===== src/rtl/rpn_pkg.sv =====
// rtl/rpn_pkg.sv - shared types and constants for the RPN calculator controller
// Contents: FSM state enum, ALU op codes (same encoding as ula_8bits),
// default stack depth, data width and a helper telling unary from binary ops.
package rpn_pkg;

    localparam int PROFUNDIDADE_PADRAO = 4;
    localparam int LARGURA             = 8;

    typedef enum logic [1:0] {
        OCIOSO  = 2'd0,
        CARREGA = 2'd1,
        EXECUTA = 2'd2,
        GRAVA   = 2'd3
    } estado_t;

    localparam logic [2:0] OP_SOMA = 3'd0;
    localparam logic [2:0] OP_SUB  = 3'd1;
    localparam logic [2:0] OP_AND  = 3'd2;
    localparam logic [2:0] OP_OR   = 3'd3;
    localparam logic [2:0] OP_XOR  = 3'd4;
    localparam logic [2:0] OP_MUL  = 3'd5;
    localparam logic [2:0] OP_DIV  = 3'd6;
    localparam logic [2:0] OP_NOT  = 3'd7;

    // OP_NOT is the only operation that consumes a single operand.
    function automatic logic op_unaria(input logic [2:0] op);
        return op == OP_NOT;
    endfunction

endpackage


===== src/rtl/pilha_rpn.sv =====
// rtl/pilha_rpn.sv - shift-register operand stack for the RPN controller
// Ports:
//   clk, rst_n        clock, asynchronous active-low reset
//   push              shift dado in on top (ignored when full)
//   pop               drop the top entry (ignored when empty)
//   replace           overwrite top with dado; with pop it replaces two entries by one
//   swap              exchange the two top entries
//   dado              write data
//   topo, segundo     entries 0 and 1 (zero when absent)
//   count             number of valid entries
// Entry 0 is always the top. Slots above count are kept at zero so topo and
// segundo read as 0 without any masking logic.
module pilha_rpn
    import rpn_pkg::*;
#(
    parameter  int PROFUNDIDADE = PROFUNDIDADE_PADRAO,
    localparam int CW           = $clog2(PROFUNDIDADE + 1)
) (
    input  logic               clk,
    input  logic               rst_n,
    input  logic               push,
    input  logic               pop,
    input  logic               replace,
    input  logic               swap,
    input  logic [LARGURA-1:0] dado,
    output logic [LARGURA-1:0] topo,
    output logic [LARGURA-1:0] segundo,
    output logic [CW-1:0]      count
);

    logic [LARGURA-1:0] mem  [PROFUNDIDADE];
    logic [LARGURA-1:0] prox [PROFUNDIDADE];
    logic [CW-1:0]      prox_count;

    always_comb begin
        prox       = mem;
        prox_count = count;
        if (push) begin
            if (count < CW'(PROFUNDIDADE)) begin
                for (int i = PROFUNDIDADE - 1; i > 0; i--) begin
                    prox[i] = mem[i-1];
                end
                prox[0]    = dado;
                prox_count = count + CW'(1);
            end
        end else begin
            // pop is applied first so that pop+replace turns (b, a, ...) into (dado, ...)
            if (pop && count != '0) begin
                for (int i = 0; i < PROFUNDIDADE - 1; i++) begin
                    prox[i] = mem[i+1];
                end
                prox[PROFUNDIDADE-1] = '0;
                prox_count           = count - CW'(1);
            end
            if (replace) begin
                prox[0] = dado;
            end
            if (swap) begin
                prox[0] = mem[1];
                prox[1] = mem[0];
            end
        end
    end

    always_ff @(posedge clk or negedge rst_n) begin
        if (!rst_n) begin
            for (int i = 0; i < PROFUNDIDADE; i++) begin
                mem[i] <= '0;
            end
            count <= '0;
        end else begin
            mem   <= prox;
            count <= prox_count;
        end
    end

    assign topo    = mem[0];
    assign segundo = mem[1];

endmodule


===== src/rtl/controlador_rpn.sv =====
// rtl/controlador_rpn.sv - RPN calculator controller driving an external 8-bit ALU
// Optional feature: define RPN_SWAP_EN to add the cmd_swap port and swap logic.
// Ports:
//   CLOCK_50, rst_n                       clock, asynchronous active-low reset
//   entrada, op_in                        operand to push, ALU op code
//   cmd_push, cmd_op (, cmd_swap)         single-cycle command pulses
//   ula_a, ula_b, ula_op                  registered ALU operands/op
//   ula_resultado, ula_overflow, ula_zero, ula_carry, ula_erro   ALU outputs
//   topo, segundo                         top two stack entries
//   pilha_vazia, pilha_cheia, ocupado, erro, flags{ovf,zero,carry,erro_ula}
module controlador_rpn
    import rpn_pkg::*;
#(
    parameter int PROFUNDIDADE = PROFUNDIDADE_PADRAO
) (
    input  logic               CLOCK_50,
    input  logic               rst_n,
    input  logic [LARGURA-1:0] entrada,
    input  logic [2:0]         op_in,
    input  logic               cmd_push,
    input  logic               cmd_op,
`ifdef RPN_SWAP_EN
    input  logic               cmd_swap,
`endif
    output logic [LARGURA-1:0] ula_a,
    output logic [LARGURA-1:0] ula_b,
    output logic [2:0]         ula_op,
    input  logic [LARGURA-1:0] ula_resultado,
    input  logic               ula_overflow,
    input  logic               ula_zero,
    input  logic               ula_carry,
    input  logic               ula_erro,
    output logic [LARGURA-1:0] topo,
    output logic [LARGURA-1:0] segundo,
    output logic               pilha_vazia,
    output logic               pilha_cheia,
    output logic               ocupado,
    output logic               erro,
    output logic [3:0]         flags
);

    localparam int CW = $clog2(PROFUNDIDADE + 1);

    estado_t            estado, prox_estado;
    logic [CW-1:0]      count;
    logic [LARGURA-1:0] resultado;

    logic               push_s, pop_s, replace_s, swap_s;
    logic [LARGURA-1:0] dado_s;
    logic               aceita_op, erro_set, erro_clr;

    pilha_rpn #(.PROFUNDIDADE(PROFUNDIDADE)) u_pilha (
        .clk     (CLOCK_50),
        .rst_n   (rst_n),
        .push    (push_s),
        .pop     (pop_s),
        .replace (replace_s),
        .swap    (swap_s),
        .dado    (dado_s),
        .topo    (topo),
        .segundo (segundo),
        .count   (count)
    );

    assign pilha_vazia = (count == '0);
    assign pilha_cheia = (count == CW'(PROFUNDIDADE));
    assign ocupado     = (estado != OCIOSO);

    always_ff @(posedge CLOCK_50 or negedge rst_n) begin
        if (!rst_n) begin
            estado <= OCIOSO;
        end else begin
            estado <= prox_estado;
        end
    end

    always_comb begin
        prox_estado = estado;
        push_s      = 1'b0;
        pop_s       = 1'b0;
        replace_s   = 1'b0;
        swap_s      = 1'b0;
        dado_s      = entrada;
        aceita_op   = 1'b0;
        erro_set    = 1'b0;
        erro_clr    = 1'b0;
        case (estado)
            OCIOSO: begin
                if (cmd_push) begin
                    if (pilha_cheia) begin
                        erro_set = 1'b1;
                    end else begin
                        push_s   = 1'b1;
                        erro_clr = 1'b1;
                    end
                end else if (cmd_op) begin
                    if (count >= (op_unaria(op_in) ? CW'(1) : CW'(2))) begin
                        aceita_op   = 1'b1;
                        prox_estado = CARREGA;
                    end else begin
                        erro_set = 1'b1;
                    end
                end
`ifdef RPN_SWAP_EN
                else if (cmd_swap) begin
                    if (count >= CW'(2)) begin
                        swap_s   = 1'b1;
                        erro_clr = 1'b1;
                    end else begin
                        erro_set = 1'b1;
                    end
                end
`endif
            end
            CARREGA: prox_estado = EXECUTA;
            EXECUTA: prox_estado = GRAVA;
            GRAVA: begin
                prox_estado = OCIOSO;
                // flags[0] holds the ALU error captured in EXECUTA
                if (flags[0]) begin
                    erro_set = 1'b1;
                end else begin
                    replace_s = 1'b1;
                    pop_s     = !op_unaria(ula_op);
                    dado_s    = resultado;
                    erro_clr  = 1'b1;
                end
            end
            default: prox_estado = OCIOSO;
        endcase
    end

    always_ff @(posedge CLOCK_50 or negedge rst_n) begin
        if (!rst_n) begin
            ula_a     <= '0;
            ula_b     <= '0;
            ula_op    <= '0;
            resultado <= '0;
            flags     <= '0;
            erro      <= 1'b0;
        end else begin
            if (aceita_op) begin
                ula_a  <= op_unaria(op_in) ? topo : segundo;
                ula_b  <= op_unaria(op_in) ? '0 : topo;
                ula_op <= op_in;
            end
            if (estado == EXECUTA) begin
                resultado <= ula_resultado;
                flags     <= {ula_overflow, ula_zero, ula_carry, ula_erro};
            end
            if (erro_set) begin
                erro <= 1'b1;
            end else if (erro_clr) begin
                erro <= 1'b0;
            end
        end
    end

endmodule


===== config.mk =====
export PLATFORM = sky130hd
export DESIGN_NAME = controlador_rpn
export DESIGN_NICKNAME = d
export VERILOG_FILES = /design/src/rtl/rpn_pkg.sv /design/src/rtl/pilha_rpn.sv /design/src/rtl/controlador_rpn.sv
export SDC_FILE = /design/constraint.sdc
export NUM_CORES = 1
export LEC_CHECK = 0
export ABC_AREA = 1
export CORE_AREA = 2 2 85 107
export CTS_CLUSTER_SIZE = 12
export DETAILED_ROUTE_END_ITERATION = 6
export DIE_AREA = 0 0 87 109
export PLACE_DENSITY = 0.69
export SLEW_MARGIN = 20
export SYNTH_ARGS = -nofsm -noshare
export SYNTH_HDL_FRONTEND = slang
export SYNTH_SLANG_ARGS = --single-unit

===== constraint.sdc =====
create_clock -name CLOCK_50 -period 3.76 [get_ports CLOCK_50]
set_input_delay 0.94 -clock CLOCK_50 [delete_from_list [all_inputs] [get_ports CLOCK_50]]
set_output_delay 0.94 -clock CLOCK_50 [all_outputs]
set_load 0.1 [all_outputs]

* After elaboration in Yosys (flattened, before gate mapping)
Cells that the tools add are included.
W data, S select, Z words.
** Operators by class
- Magnitude comparators :: 2
- $add $sub $neg :: 2
- Reductions and logical operators :: 12
- $mul :: 0
- Shifts and indexed selects :: 0
- Mux-type cells :: 36
- Eq/ne operators :: 10
- Bitwise gates (word level) :: 0
- Divide/modulo/power cells :: 0
** Operators with widths (number)
- $mux W32 :: 3
- $mux W8 :: 5
- $mux W1 :: 18
- $eq A3 B3 Y1 const B :: 3
- $mux W3 :: 3
- $mux W2 :: 4
- $pmux W2 S4 :: 1
- $ne A2 B2 Y1 const B :: 3
- $reduce_bool A2 Y1 :: 3
- $reduce_bool A3 Y1 :: 2
- $eq A2 B2 Y1 const B :: 2
- $pmux W1 S2 :: 2
- $reduce_and A2 Y1 :: 2
- $add A3 B1 Y3 const B :: 1
- $ge A3 B2 Y1 :: 1
- $logic_not A3 Y1 :: 1
- $lt A3 B3 Y1 const B :: 1
- $reduce_and A3 Y1 :: 1
- $sub A3 B1 Y3 const B :: 1
- $eq A2 B1 Y1 const B :: 1
- $logic_not A2 Y1 :: 1
- $ne A2 B1 Y1 const B :: 1
- $logic_and A1 B1 Y1 :: 1
- $logic_not A1 Y1 :: 1
** Word-level totals
- Output and inout bits :: 43
- ROM bits :: 0
- Input port bits :: 27
- Bits in latches :: 0
- Memories :: 0
- Logic and storage cells :: 74
- Register bits :: 69
- Memory bits (writable) :: 0

* Logic depth before layout (Yosys ltp)
Gate-level depths: netlist of run 1.
- Depth in word-level cells :: 8
- Depth in mapped cells :: 13
- Depth with buffers taken out :: 12

* Hierarchy
From an unflattened synthesis of run 1, not the netlist that was laid out.
** Second synthesis, totals
- Cells, all modules :: 459
- Area, all modules :: 3757.4 um^2
** Modules (own cells, without submodules)
- pilha_rpn :: times used 1, cells an instance 225, sequential area each 875.8 um^2, area an instance 1985.7 um^2
- controlador_rpn :: times used 1, cells an instance 234, sequential area each 850.8 um^2, area an instance 1771.7 um^2

* Worst setup path after synthesis of run 1
No wires, ideal clock.
- Path type :: reg2out
- Start point :: register u_pilha.count[1]
- End point :: output pilha_vazia
- Required time :: 2.820 ns
- Buffers on the path :: 0
- Path slack :: 1.505 ns
- Cell stages (with the launch flop) :: 4
- Arrival time :: 1.315 ns
- Cells stage by stage :: dfrtp_1 nor2_4 nand2_1 inv_1
** Between the ends
- Word-level cells in the longest chain between the ends :: 1
** Ends and longest elaborated chain
- start: declaration :: RTL line pilha_rpn.sv:28 : output logic [CW-1:0] count
- start signal: assignment :: RTL line pilha_rpn.sv:73 : count <= prox_count;
- $logic_not A3 Y1 :: RTL line controlador_rpn.sv:65 : assign pilha_vazia = (count == '0);
- end: declaration :: RTL line controlador_rpn.sv:35 : output logic pilha_vazia,
Every way passes these cells.

* Worst setup path after layout of run 1
- Start point :: register u_pilha.mem (netlist bit u_pilha.topo[2])
- End point :: output topo[2]
** RTL lines
- start: declaration :: RTL line pilha_rpn.sv:31 : logic [LARGURA-1:0] mem [PROFUNDIDADE];
- start signal: assignment :: RTL line pilha_rpn.sv:72 : mem <= prox;
- end: declaration :: RTL line controlador_rpn.sv:33 : output logic [LARGURA-1:0] topo,
No word-level cell between the ends.

==> results of run 1 <==
-- cells in the final DEF (no fill, tap or decap) --
cell / instances
nand2_4: 3
buf_4: 16
nor3_1: 1
clkinv_4: 1
nand2_8: 1
a21oi_2: 1
fa_1: 1
clkbuf_1: 1
nor2_1: 2
inv_2: 1
nor2_4: 1
inv_6: 1
nand2_1: 272
nand2_2: 2
clkinvlp_4: 1
nand4_4: 1
dfrtp_1: 69
ha_1: 5
clkinv_2: 3
clkdlybuf4s50_1: 55
nand3_4: 1
nand3_1: 30
buf_2: 1
clkbuf_8: 11
clkinv_1: 1
xnor2_1: 1
inv_1: 30
o21ai_0: 44
mux2_2: 3
-- cell families after synthesis --
logic type / count (synthesis)
fa+ha+maj: 6
flops: 69
compound gates: 45
xor+xnor: 1
buf+inv: 69
mux: 3
simple gates: 314
-- worst paths after layout --
check | end | slack (ns) | cells past startpoint
worst max-delay path | topo[2] | 0.86 | 1
worst min-delay path | ula_a[4] | 0.48 | 2
worst max register to register | u_pilha.topo[5] | 1.50 | 12
worst min register to register | ula_a[4] | 0.48 | 2
max in group asynchronous | u_pilha.mem[13] | 2.22 | 2
min in group asynchronous | ula_b[5] | 0.57 | 1
-- sequential cells by signal, indices dropped and copies added (netlist names) --
| signal | flops |
|---|---|
| ula_a | 8 |
| u_pilha.mem | 16 |
| flags | 4 |
| erro | 1 |
| u_pilha.topo | 8 |
| ula_b | 8 |
| u_pilha.segundo | 8 |
| ula_op | 3 |
| resultado | 8 |
| estado | 2 |
| u_pilha.count | 3 |
-- power by group through the flow --
| stage | Clock [mW] | Sequential (mW) | Combinational (mW) |
|---|---|---|---|
| floorplan | 0 | 1.87 | 1.39 |
| global placement | 0 | 1.20 | 2.53 |
| detailed placement | 0 | 1.20 | 2.56 |
| CTS | 0.560 | 1.19 | 2.57 |
| global route | 0.588 | 1.22 | 2.75 |
| finish | 0.546 | 1.19 | 2.55 |
-- routing by layer --
metal  up-vias  share of wire (%)  wire length, microns
met1      1491                 44                  3880
met3        14                4.5                   393
met4         0                2.6                   232
met2        89                 49                  4290
li1       1649                  -                     -
met5         -                  0                     0
-- metrics by stage --
stage	hold slack, ns	setup WS (ns)	power, mW	cells	utilization, %
4_1_cts	0.487	0.842	4.32	660	52.8
3_3_place_gp	0.466	0.970	3.73	644	50.7
6_report	0.483	0.858	4.29	660	52.8
5_1_grt	0.503	0.809	4.56	660	52.8
2_1_floorplan	0.472	1.51	3.26	507	-
3_5_place_dp	0.467	0.902	3.76	644	50.7
-- layout make-up --
class / instances / area [sq um]
multi-input combinational: 369 / 1650
clock inverter: 4 / 22.5
sequential: 69 / 1730
clock buffer: 12 / 155
inverter: 34 / 138
timing repair buffer: 72 / 676
fill: 835 / 4010
tap: 100 / 125
==> impl_results.md, run 1 <==
* CP Buf/Inv Count at 1
* Clock power share at between 10% and 20%
* Sequential share of power at roughly 28%
* Combinational Power Share at about three fifths
* Crit. End Element: output port
* First-pass GRT wire length at about 15 mm
* Warnings, synthesis at 0
* Min Tclk post-route at about 2.9 ns
* Vias per std cell at 4.91
* Post-synthesis compound-gate area fraction at under 10%
* Hold path start: ula_a[4]
* Die span in y at about 110 microns
* Syn nets at 540
* Number of enable flip-flop cells after synthesis at 0
* Max_cap viols at 0
* DP Area at about 4300 sq um
* Routability cong. at ~0.82
* Post-Synthesis Cells at 507
* Least-Margin Pin Slew at approximately 1 ns
* Most common cell in the netlist: nand2_1
* Overflow after GRT at 0
* Worst EP arrival at 1.96 ns
* Global routing's busiest layer: met2
* Ordered cell list for the critical path: clkdlybuf4s50_1
* Routed wire per std cell at about 13 microns
* Area contributors post-synth: dfrtp_1 46%, nand2_1 27%, o21ai_0 5.9%, nand3_1 4.0%, buf_4 3.4%
* Setup TNS at 0 ns
* Top Ports at 70
* Number of global-route vias before repair at about 3100
* Largest net degree at the start of global routing at between 40 and 50
* CTS root buf: clkbuf_8
* Relative slew margins at ~34%
* Synth Area in Adders at between 2 and 2.5%
* Largest family of logic cells by synthesized area: simple AND/OR/NAND/NOR gates
* CTS tree: built
* Port Buffers at between 60 and 70
* P_int at 1.84 mW
* Met1 usage at a little over a quarter
* Start of the worst register-to-register path: estado[0]
* Core region area at about 8500 sq um
* H-tree levels at 3
* Setup Skew at 0.00541 ns
* Routed WL at ~8.8 mm
* Switching share of power at between 50% and 60%
* Remaining antenna violation count at 0
* Hold Crit Class: flip-flop to flip-flop
* Sequential share of the synthesized area at between 40% and 50%
* Max Clock Freq at about 340 MHz
* Data required time of the worst path at around 2.8 ns
* Die Footprint at approximately 9500 sq um
* Status: complete, no violations
* Post-CTS resize count at 0
* Post-CTS setup buffers at 0
* Async S/R FF share, synth at 100%
* Yosys top cell area share at a little under half
* ANT cells at 0
* Area of the mapped netlist at 3740 sq um
* Final #Nets at 588
* Initial Utilization at roughly 44%
* Drt first-iter violations at 214
* Max stage delay on crit path at about 1.2 ns
* Pwr/cell area at 954 nW/um^2
* CP max FO at 4
* Synth Area in XOR/XNOR at less than 1%
* Worst Path Class, Setup: flip-flop to output port
* Period utilisation layout at around 77%
* Area Growth Syn to Fin at 20.2%
* Slew Viols, Final at 0
* P_sw at around 2.4 mW
* Hold_buf cts at 0
* Final Hold Viols at 0
* GR Layer Usage met3 at under 10%
* M2 GR Usage at 33.0%
* Clock sink count at approximately 70
* Mux cell area share after synthesis at 0.903%
* Critical path launch point: u_pilha.topo[2]
* GRT Resource Usage Total at 20.2%
* Most used DFF post-synth: dfrtp_1
* Worst-Skew Late Latency at ~0.35 ns
* Critical Path Source Type: flip-flop
* Syn_area_per_cell at between 7 and 8 sq um
* Yosys reg bits at about 70
* Leakage power at 2.34 nW
* Setup-failing EPs final at 0
* Clock transition at path regs at 0.07 ns
* Layout cells sized above 1 at under 10%
* Drt first pass iters at 4
* RSZ-0062 raised after global routing: no
* Top cells by count, synth: 272 x nand2_1, 69 x dfrtp_1, 44 x o21ai_0
* Post-synth cell types at 26
* Slowest CP cell: clkdlybuf4s50_1
* Row cnt at 38
* VDD IR max at approximately 550 uV
* DRC viols at 0
* Die extent in x at 87 microns
* Simple logic cell fraction of the synthesized area at between 30% and 40%
* Final Instance Area at between 4000 and 5000 sq um
* Maximum clock path buffer count at 2
* Number of buffers created by CTS at 9
* Final HPWL DP at ~6.4 mm
* Initial antenna violation count at 0
* Family with the most delay on the worst path: buffers and inverters
* Vias post-DR at approximately 3200
* Synth area leader: dfrtp_1
(Power assumes the default switching activity.)
==> run 2: changes to the inputs <==
==> constraint.sdc (replaced) <==
create_clock -name CLOCK_50 -period 3 [get_ports CLOCK_50]
set_input_delay 0.75 -clock CLOCK_50 [delete_from_list [all_inputs] [get_ports CLOCK_50]]
set_output_delay 0.75 -clock CLOCK_50 [all_outputs]
set_load 0.1 [all_outputs]
==> run 2 against run 1 <==
Sequential cell count unchanged. Highest routed layer unchanged. Combinational power increased by 25%. Via count unchanged. Sequential power increased by 26%. Global-route usage increased by 0.32 points. Hold slack got worse by 0.046 ns. Sequential share of layout area increased by 0.63 points. Wire length increased by 4.4%. Power increased by 24%. Cell count increased by 0.30%. Clock skew increased by 0.0034 ns.
==> impl_results.md, run 2 (synthesis results as in run 1) <==
* Status: complete, no violations
* Largest net degree at the start of global routing at 42
* Worst Path Class, Setup: flip-flop to output port
* Hold Crit Class: input port to async pin
* Slew Viols, Final at 0
* Max_cap viols at 0
* Commonest non-fill, non-tap cell in the layout: nand2_1
* Routability cong. at roughly 0.87
* CTS tree: built
* Setup-failing EPs final at 0
* Final Total Pwr at ~5.3 mW
* Seq. cell area at 1730 sq um
* Min Tclk post-route at ~2.3 ns
* Post-CTS setup buffers at 0
* Data required time of the worst path at between 2 and 2.5 ns
* Worst-Skew Late Latency at 0.35 ns
* Clock sink count at 69
* Number of global-route vias before repair at roughly 3000
* Period utilisation layout at around three quarters
* Final #Nets at between 500 and 600
* Layout cells sized above 1 at between 10 and 15%
* Leakage power at approximately 2.4 nW
* Port Buffers at a little under 70
* Met2 Wirelength at 4.53 mm
* Die span in y at 109 microns
* Least-Margin Pin Slew at approximately 0.67 ns
* Hold_buf cts at 0
* Area Growth Syn to Fin at 18.2%
* RSZ-0062 raised after global routing: no
* Critical Path Source Type: flip-flop
* Setup TNS at 0 ns
* Max reg flops at 16
* CTS root buf: clkbuf_8
* Worst EP arrival at around 1.6 ns
* Routed wire per std cell at approximately 14 microns
* Uppermost layer routed: met4
* ANT cells at 0
* Slowest CP cell: dfrtp_1
* Family with the most delay on the worst path: buffers and inverters
* Most frequent CP cell: inv_1
* Max Clock Freq at between 400 and 500 MHz
* Met1 WL at approximately 4.0 mm
* Row cnt at 38
* Initial Utilization at between 40 and 50%
* Clock transition at path regs at about 0.060 ns
* Drt first-iter violations at about 240
* Ordered cell list for the critical path: inv_1 > ha_1 > inv_1 > buf_4
* First-pass GRT wire length at ~15 mm
* Top Ports at 70
* Max stage delay on crit path at ~0.4 ns
* VDD IR max at roughly 810 uV
* DRC viols at 0
* Remaining antenna violation count at 0
* Final HPWL DP at roughly 6.8 mm
* Vias per std cell at between 4 and 5
* Initial antenna violation count at 0
* Metal3 WL at 414 microns
* Overflow after GRT at 0
* Vias post-DR at roughly 3200
* Hold slack at approximately 0.44 ns
* GRT Resource Usage Total at between 20% and 30%
* Die extent in x at approximately 87 microns
* Commonest cells after routing, fill and taps aside: 272 x nand2_1, 69 x dfrtp_1, 47 x buf_4
* Number of buffers created by CTS at 9
* Routed WL at between 9 and 10 mm
* CP max FO at 5
* Combined area of the multi-input logic cells at roughly 1700 sq um
* Relative slew margins at about 55%
* Die Footprint at between 9000 and 10000 sq um
* Pwr/cell area at 1200 nW/um^2
* Biggest register: u_pilha.mem
* H-tree levels at 3
* Post-CTS resize count at 0
* Drt first pass iters at 4
* Core region area at 8510 sq um
* Setup Skew at approximately 0.009 ns
* Final Hold Viols at 0
* Filler cells at ~830
* CP Buf/Inv Count at 3
* Maximum clock path buffer count at 2
* Crit. End Element: output port
## run 2: cell types whose count changed in the layout (fill, tap and decap cells not counted), sizes merged
cell,change
buf,+32
clkbuf,+2
clkinv,-1
clkinvlp,-1
clkdlybuf4s50,-30
## run 2: per-layer routing
| metal | vias up | GRT usage [%] |
|---|---|---|
| li1 | 1657 | - |
| met1 | 1493 | 25.7 |
| met2 | 78 | 33.8 |
| met3 | 15 | 4.01 |
| met4 | 0 | 10.0 |
| met5 | - | 0 |
## run 2: area by class of cell
| type | count | share of cell area (%) |
|---|---|---|
| flip-flops and latches | 69 | 39.0 |
| multi-input cells | 369 | 37.4 |
| repair buffers | 74 | 14.2 |
| clock buffers | 14 | 3.22 |
| inverters | 34 | 3.11 |
| well taps | 100 | 2.83 |
| clock inverters | 2 | 0.226 |
## run 2: worst paths after layout
check                      startpoint          endpoint  slack (ns)  cells after the start
max in group asynchronous       rst_n  u_pilha.count[1]        1.90                      2
min in group CLOCK_50        ula_a[3]          ula_a[3]        0.48                      2
setup / recovery            estado[0]           ocupado        0.70                      4
hold reg to reg              ula_a[3]          ula_a[3]        0.48                      2
hold / removal                  rst_n          ula_b[5]        0.44                      1
setup reg to reg            estado[0]   u_pilha.topo[7]        0.86                     12
## run 2: metrics by stage
step | area (sq um) | utilization (%) | cells | worst slack, ns
final | 4420 | 52.0 | 662 | 0.703
after global routing | 4420 | 52.0 | 662 | 0.621
after CTS | 4420 | 52.0 | 662 | 0.671
after detailed placement | 4270 | 50.2 | 646 | 0.477
after global placement | 4270 | 50.2 | 646 | 0.577
after floorplan | 3740 | - | 507 | 0.935
## run 2: power breakdown
group	total [mW]	switching [mW]	leakage (nW)	internal [mW]
clock network	0.628	0.329	0.0784	0.299
registers	1.50	0.277	0.919	1.22
logic	3.19	2.48	1.39	0.714
